**config.mk**
```make
export PLATFORM = sky130hd
export DESIGN_NAME = bcd_exc_3_flat
export DESIGN_NICKNAME = d
export VERILOG_FILES = /design/src/rtl/bcd_exc_3_if.sv /design/src/rtl/bcd_exc_3.sv /design/src/flat_wrapper.sv
export SDC_FILE = /design/constraint.sdc
export NUM_CORES = 1
export LEC_CHECK = 0
export CAP_MARGIN = 30
export CORE_UTILIZATION = 55
export CTS_CLUSTER_SIZE = 20
export DETAILED_ROUTE_END_ITERATION = 7
export DONT_BUFFER_PORTS = 1
export PLACE_DENSITY_LB_ADDON = 0.05
export SLEW_MARGIN = 10
export SYNTH_ARGS = -nofsm -noshare
export SYNTH_HDL_FRONTEND = slang
export SYNTH_SLANG_ARGS = --single-unit
```
**constraint.sdc**
```tcl
create_clock -name clk -period 4.1 [get_ports clk]
set_input_delay 0.41 -clock clk [delete_from_list [all_inputs] [get_ports clk]]
set_output_delay 0.41 -clock clk [all_outputs]
set_load 0.05 [all_outputs]
```
**src/rtl/bcd_exc_3_if.sv**
```systemverilog
// Button/LED bundle for the BCD to Excess-3 converter.
//   BTN : raw 4-bit BCD digit from the push-buttons (asynchronous to clk)
//   LED : registered Excess-3 code of the accepted digit
//   ERR : registered flag, 1 when the accepted digit is 10..15
interface bcd_exc_3_if;
  logic [3:0] BTN;
  logic [3:0] LED;
  logic       ERR;

  modport master (output BTN, input LED, input ERR);
  modport slave  (input BTN, output LED, output ERR);
endinterface

```
**src/rtl/bcd_exc_3.sv**
```systemverilog
// BCD to Excess-3 converter: synchronises and debounces the button digit,
// then registers its Excess-3 code onto the LEDs and flags non-BCD digits.
//   clk : system clock, rising edge
//   rst : asynchronous active-high reset, clears every register
//   io  : slave side of bcd_exc_3_if (BTN in, LED/ERR out)
// Latency BTN -> LED/ERR is SYNC_STAGES + DEBOUNCE_CYCLES + 1 edges.
module bcd_exc_3 #(
  parameter int unsigned SYNC_STAGES     = 2,
  parameter int unsigned DEBOUNCE_CYCLES = 1
) (
  input  logic        clk,
  input  logic        rst,
  bcd_exc_3_if.slave  io
);

  localparam int unsigned DIG_W = 4;
  localparam int unsigned CNT_W = 16;
  localparam logic [CNT_W-1:0] CNT_MAX = CNT_W'(DEBOUNCE_CYCLES);

  // Each synchroniser stage carries a valid bit so that the cleared reset
  // contents are never mistaken for a real digit of 0.
  logic [SYNC_STAGES-1:0][DIG_W-1:0] sync_q;
  logic [SYNC_STAGES-1:0]            sync_vld_q;

  logic [DIG_W-1:0] prev_q;
  logic             prev_vld_q;
  logic [CNT_W-1:0] cnt_q;
  logic [DIG_W-1:0] a_q;
  logic             a_vld_q;
  logic [DIG_W-1:0] led_q;
  logic             err_q;

  logic [DIG_W-1:0] s_c;
  logic             s_vld_c;
  logic             changed_c;
  logic [CNT_W-1:0] cnt_nxt_c;
  logic             load_c;
  logic [DIG_W-1:0] led_nxt_c;
  logic             err_nxt_c;

  // Synchroniser chain, BTN enters at stage 0.
  always_ff @(posedge clk or posedge rst) begin
    if (rst) begin
      sync_q     <= '0;
      sync_vld_q <= '0;
    end else begin
      sync_q     <= {sync_q[SYNC_STAGES-2:0], io.BTN};
      sync_vld_q <= {sync_vld_q[SYNC_STAGES-2:0], 1'b1};
    end
  end

  // Stability counter: restarts at 1 on any change of s, saturates at the
  // debounce length; a loads on the edge where the count reaches it.
  always_comb begin
    s_vld_c   = sync_vld_q[SYNC_STAGES-1];
    s_c       = sync_q[SYNC_STAGES-1];
    changed_c = !prev_vld_q || (s_c != prev_q);
    cnt_nxt_c = '0;
    if (!s_vld_c) begin
      cnt_nxt_c = '0;
    end else if (changed_c) begin
      cnt_nxt_c = CNT_W'(1);
    end else if (cnt_q >= CNT_MAX) begin
      cnt_nxt_c = CNT_MAX;
    end else begin
      cnt_nxt_c = cnt_q + CNT_W'(1);
    end
    load_c = s_vld_c && (cnt_nxt_c == CNT_MAX);
  end

  // Debounce state and accepted digit.
  always_ff @(posedge clk or posedge rst) begin
    if (rst) begin
      prev_q     <= '0;
      prev_vld_q <= 1'b0;
      cnt_q      <= '0;
      a_q        <= '0;
      a_vld_q    <= 1'b0;
    end else begin
      prev_q     <= s_c;
      prev_vld_q <= s_vld_c;
      cnt_q      <= cnt_nxt_c;
      if (load_c) begin
        a_q     <= s_c;
        a_vld_q <= 1'b1;
      end
    end
  end

  // Excess-3 code for 0..9; non-BCD digits give 0000 with the error flag.
  always_comb begin
    led_nxt_c = '0;
    err_nxt_c = 1'b1;
    if (a_q <= DIG_W'(9)) begin
      led_nxt_c = a_q + DIG_W'(3);
      err_nxt_c = 1'b0;
    end
  end

  // Output registers; held at 0000 until a real digit has been accepted.
  always_ff @(posedge clk or posedge rst) begin
    if (rst) begin
      led_q <= '0;
      err_q <= 1'b0;
    end else if (a_vld_q) begin
      led_q <= led_nxt_c;
      err_q <= err_nxt_c;
    end
  end

  assign io.LED = led_q;
  assign io.ERR = err_q;

endmodule

```
**src/flat_wrapper.sv**
```systemverilog
// flat-port wrapper written by rule: the top's interface ports become plain ports
module bcd_exc_3_flat 
#(
  parameter int unsigned SYNC_STAGES     = 2,
  parameter int unsigned DEBOUNCE_CYCLES = 1
)
  (clk, rst, io_BTN, io_LED, io_ERR);
  bcd_exc_3_if io_i ();
  input  logic clk;
  input  logic rst;
  input wire logic [$bits(io_i.BTN)-1:0] io_BTN;
  output wire logic [$bits(io_i.LED)-1:0] io_LED;
  output wire logic [$bits(io_i.ERR)-1:0] io_ERR;
  assign io_i.BTN = io_BTN;
  assign io_LED = io_i.LED;
  assign io_ERR = io_i.ERR;
  bcd_exc_3 #(.SYNC_STAGES(SYNC_STAGES), .DEBOUNCE_CYCLES(DEBOUNCE_CYCLES)) u_core (.clk(clk), .rst(rst), .io(io_i));
endmodule
```
==> metrics <==
Clk pin slew, worst setup/hold paths=0.12 ns; Routability Congestion=0.7430; area share of the largest cell type after synthesis=72.89%; Setup Fix Bufs, Post-CTS=0; final cycle utilization of the critical path=49.40%; number of antenna-violating nets in the routed design=0; Die X=approximately 53 microns; post-route DRC violation count=0; detailed-router iteration count before antenna repair=4; element type at the critical path start=flop; slack of the worst reg-to-reg path=2.07 ns; hold crit path type=input port to async pin; power per cell area=457.5 nW/um^2; number of hold buffers added after cts=0; number of H-tree levels=2; number of ports placed on the die boundary=11; quantity of gates resized following cts=0; total half-perimeter wirelength after legalization and detailed placement=1.101 mm; type of element capturing the critical path=flop; aggregate global routing overflow=0; Core Rows=17; total number of clock tree sinks=41; number of synthesized register bits=slightly above 40; cell types occupying the most area after synthesis=dfrtp_1 73%, ha_1 4.4%, xnor2_1 2.5%; antenna violations before repair=0; maximum fanout along the worst path=5; worst reg2reg path endpoint=u_core.a_q[0]; Highest Clock Rate=around 0.49 GHz; vias in the first global route=~650; most instantiated cells after synthesis=41 x dfrtp_1, 9 x inv_1, 5 x ha_1; post-placement cell area=~1500 sq um; cells after synthesis=between 90 and 100; most common flop cell mapped by yosys=dfrtp_1; total wirelength of the detailed-routed design=approximately 1.6 mm; master cell of the clock root buffer=clkbuf_4; number of buffers added by the clock tree synthesis step=5; fin util=about two thirds; post-route setup slack=a little over 2 ns; async set-or-reset flop fraction in the synthesized netlist=100.0%; Hold Slack=0.07098 ns; fraction of the yosys area taken by sequential cells=72.89%; floorplan die height=52.59 microns; crit path kind=flop to flop; count of flip-flops with a built-in enable after synthesis=0; number of max-capacitance violations reported=0; insertion delay to the later sink of the worst-skew pair=about 0.33 ns; static leakage=between 0.7 and 0.8 nW; final setup violation count=0; Worst Path Arrival=between 2 and 2.5 ns; routed vias=685; via density per instance=approximately 4.9; Reg2Reg Depth=5; required time of the worst setup path=~4.3 ns; area inside the core boundary=2318 sq um; count of final max-slew check failures=0; port buffer count=0; worst setup skew after layout=0.01751 ns; count of different cell masters after synthesis=23; combined area of all synthesized cells=1408 sq um; top cell type by total area after synthesis=dfrtp_1; ratio of cells with drive above 1 in the final layout=just under 9%; status=complete, no violations; Worst VDD drop=approximately 310 uV; Area growth, synth to finish=10.13%; largest net degree at the start of global routing=between 40 and 50; area of all placed cells without fillers=about 1600 sq um; crit path from=u_core.cnt_q[0]; synthesized area divided by synthesized cell count=roughly 15 sq um; final hold violation count=0; minimum clock period=about 2 ns; TritonCTS clock tree=done; first-iteration detailed-routing DRC count=6; die area=approximately 2800 sq um; pre-CTS setup slack=2.082 ns; number of synthesis warnings=0; source of the worst register-to-register timing path=u_core.cnt_q[0]; unrepaired setup endpoints after global routing=false; GRT Overall Usage=15.06%; layout net count=around 120; antenna fix cells=0; initial standard-cell utilization of the core=60.71%; Longest Clk Path Bufs=2; first-pass GRT wire length=2.794 mm; routed wirelength normalized by instance count=approximately 11 microns; total negative slack for setup checks=0 ns; leading cell type by number of instances after synthesis=dfrtp_1
==> placed cells by master, fill, tap and decap left out, drive strengths merged, types with 2 or more instances in the layout <==
| cell | n |
|---|---|
| dfrtp | 41 |
| conb | 14 |
| inv | 9 |
| clkbuf | 7 |
| ha | 5 |
| xnor2 | 4 |
| o22ai | 4 |
| mux2 | 4 |
| nor4 | 3 |
| nand2 | 3 |
| nor2 | 3 |
| xor2 | 2 |
| nand4 | 2 |
| and3 | 2 |
==> report_power, final <==
group	total (mW)	switching, mW	internal [mW]
Clock	0.189	0.108	0.0811
Sequential	0.477	0.0467	0.430
Combinational	0.0426	0.0246	0.0180
Total	0.709	0.180	0.529
==> critical path: stages, from the launching register on <==
cell	delay (ns)
dfrtp_1	0.44
ha_1	0.20
and3b_1	0.19
nand4_1	0.17
o41ai_4	0.53
mux2_1	0.38
==> flip-flops by register name, summed over array words and instances, names as in the netlist <==
signal / cells
u_core.s_c: 4
u_core.prev_vld_q: 1
u_core.cnt_q: 16
u_core.sync_q: 4
u_core.a_vld_q: 1
u_core.prev_q: 4
u_core.io.LED: 4
u_core.a_q: 4
u_core.sync_vld_q: 2
u_core.io.ERR: 1
==> layer usage <==
layer  share of wire (%)  vias to the layer above  GRT usage, %  wire (microns)
li1                    -                      334             -               -
met1                  47                      333         18.61             757
met2                  47                       14         23.00             764
met3                 4.8                        4         6.377              77
met4                 1.1                        0         6.579              18
met5                   0                        -             0               0
==> metrics by stage <==
step	cells	total power, mW
detailed placement	134	0.5294
global route	141	0.7455
CTS	141	0.7203
floorplan	105	0.5175
finish	141	0.7092
global placement	134	0.5266
==> cell families after synthesis <==
| family | Yosys count | synth area share, % |
|---|---|---|
| AND/OR/NAND/NOR | 17 | 7.022 |
| adder cells (fa/ha/maj) | 5 | 4.444 |
| flip-flops | 41 | 72.89 |
| XOR/XNOR | 6 | 3.733 |
| buffers and inverters | 9 | 2.400 |
| AO/OA/AOI/OAI | 9 | 5.778 |
| other | 2 | 0.5335 |
| multiplexers | 4 | 3.200 |
==> worst max path at each step <==
stage	end	slack, ns	cells past startpoint
floorplan	u_core.a_q[3]	2.21	5
global placement	u_core.a_q[3]	2.14	5
detailed placement	u_core.a_q[0]	2.08	5
CTS	u_core.a_q[0]	2.05	5
global route	u_core.a_q[0]	1.96	5
finish	u_core.a_q[0]	2.07	5
==> layout make-up <==
| type | instances | area, sq um |
|---|---|---|
| clock buffer | 7 | 55.05 |
| timing repair buffer | 1 | 7.507 |
| sequential | 41 | 1026 |
| fill | 173 | 768.2 |
| tap | 28 | 35.03 |
| inverter | 9 | 33.78 |
| multi-input combinational | 55 | 392.9 |
Note: power is estimated with default switching activity, not from simulation.
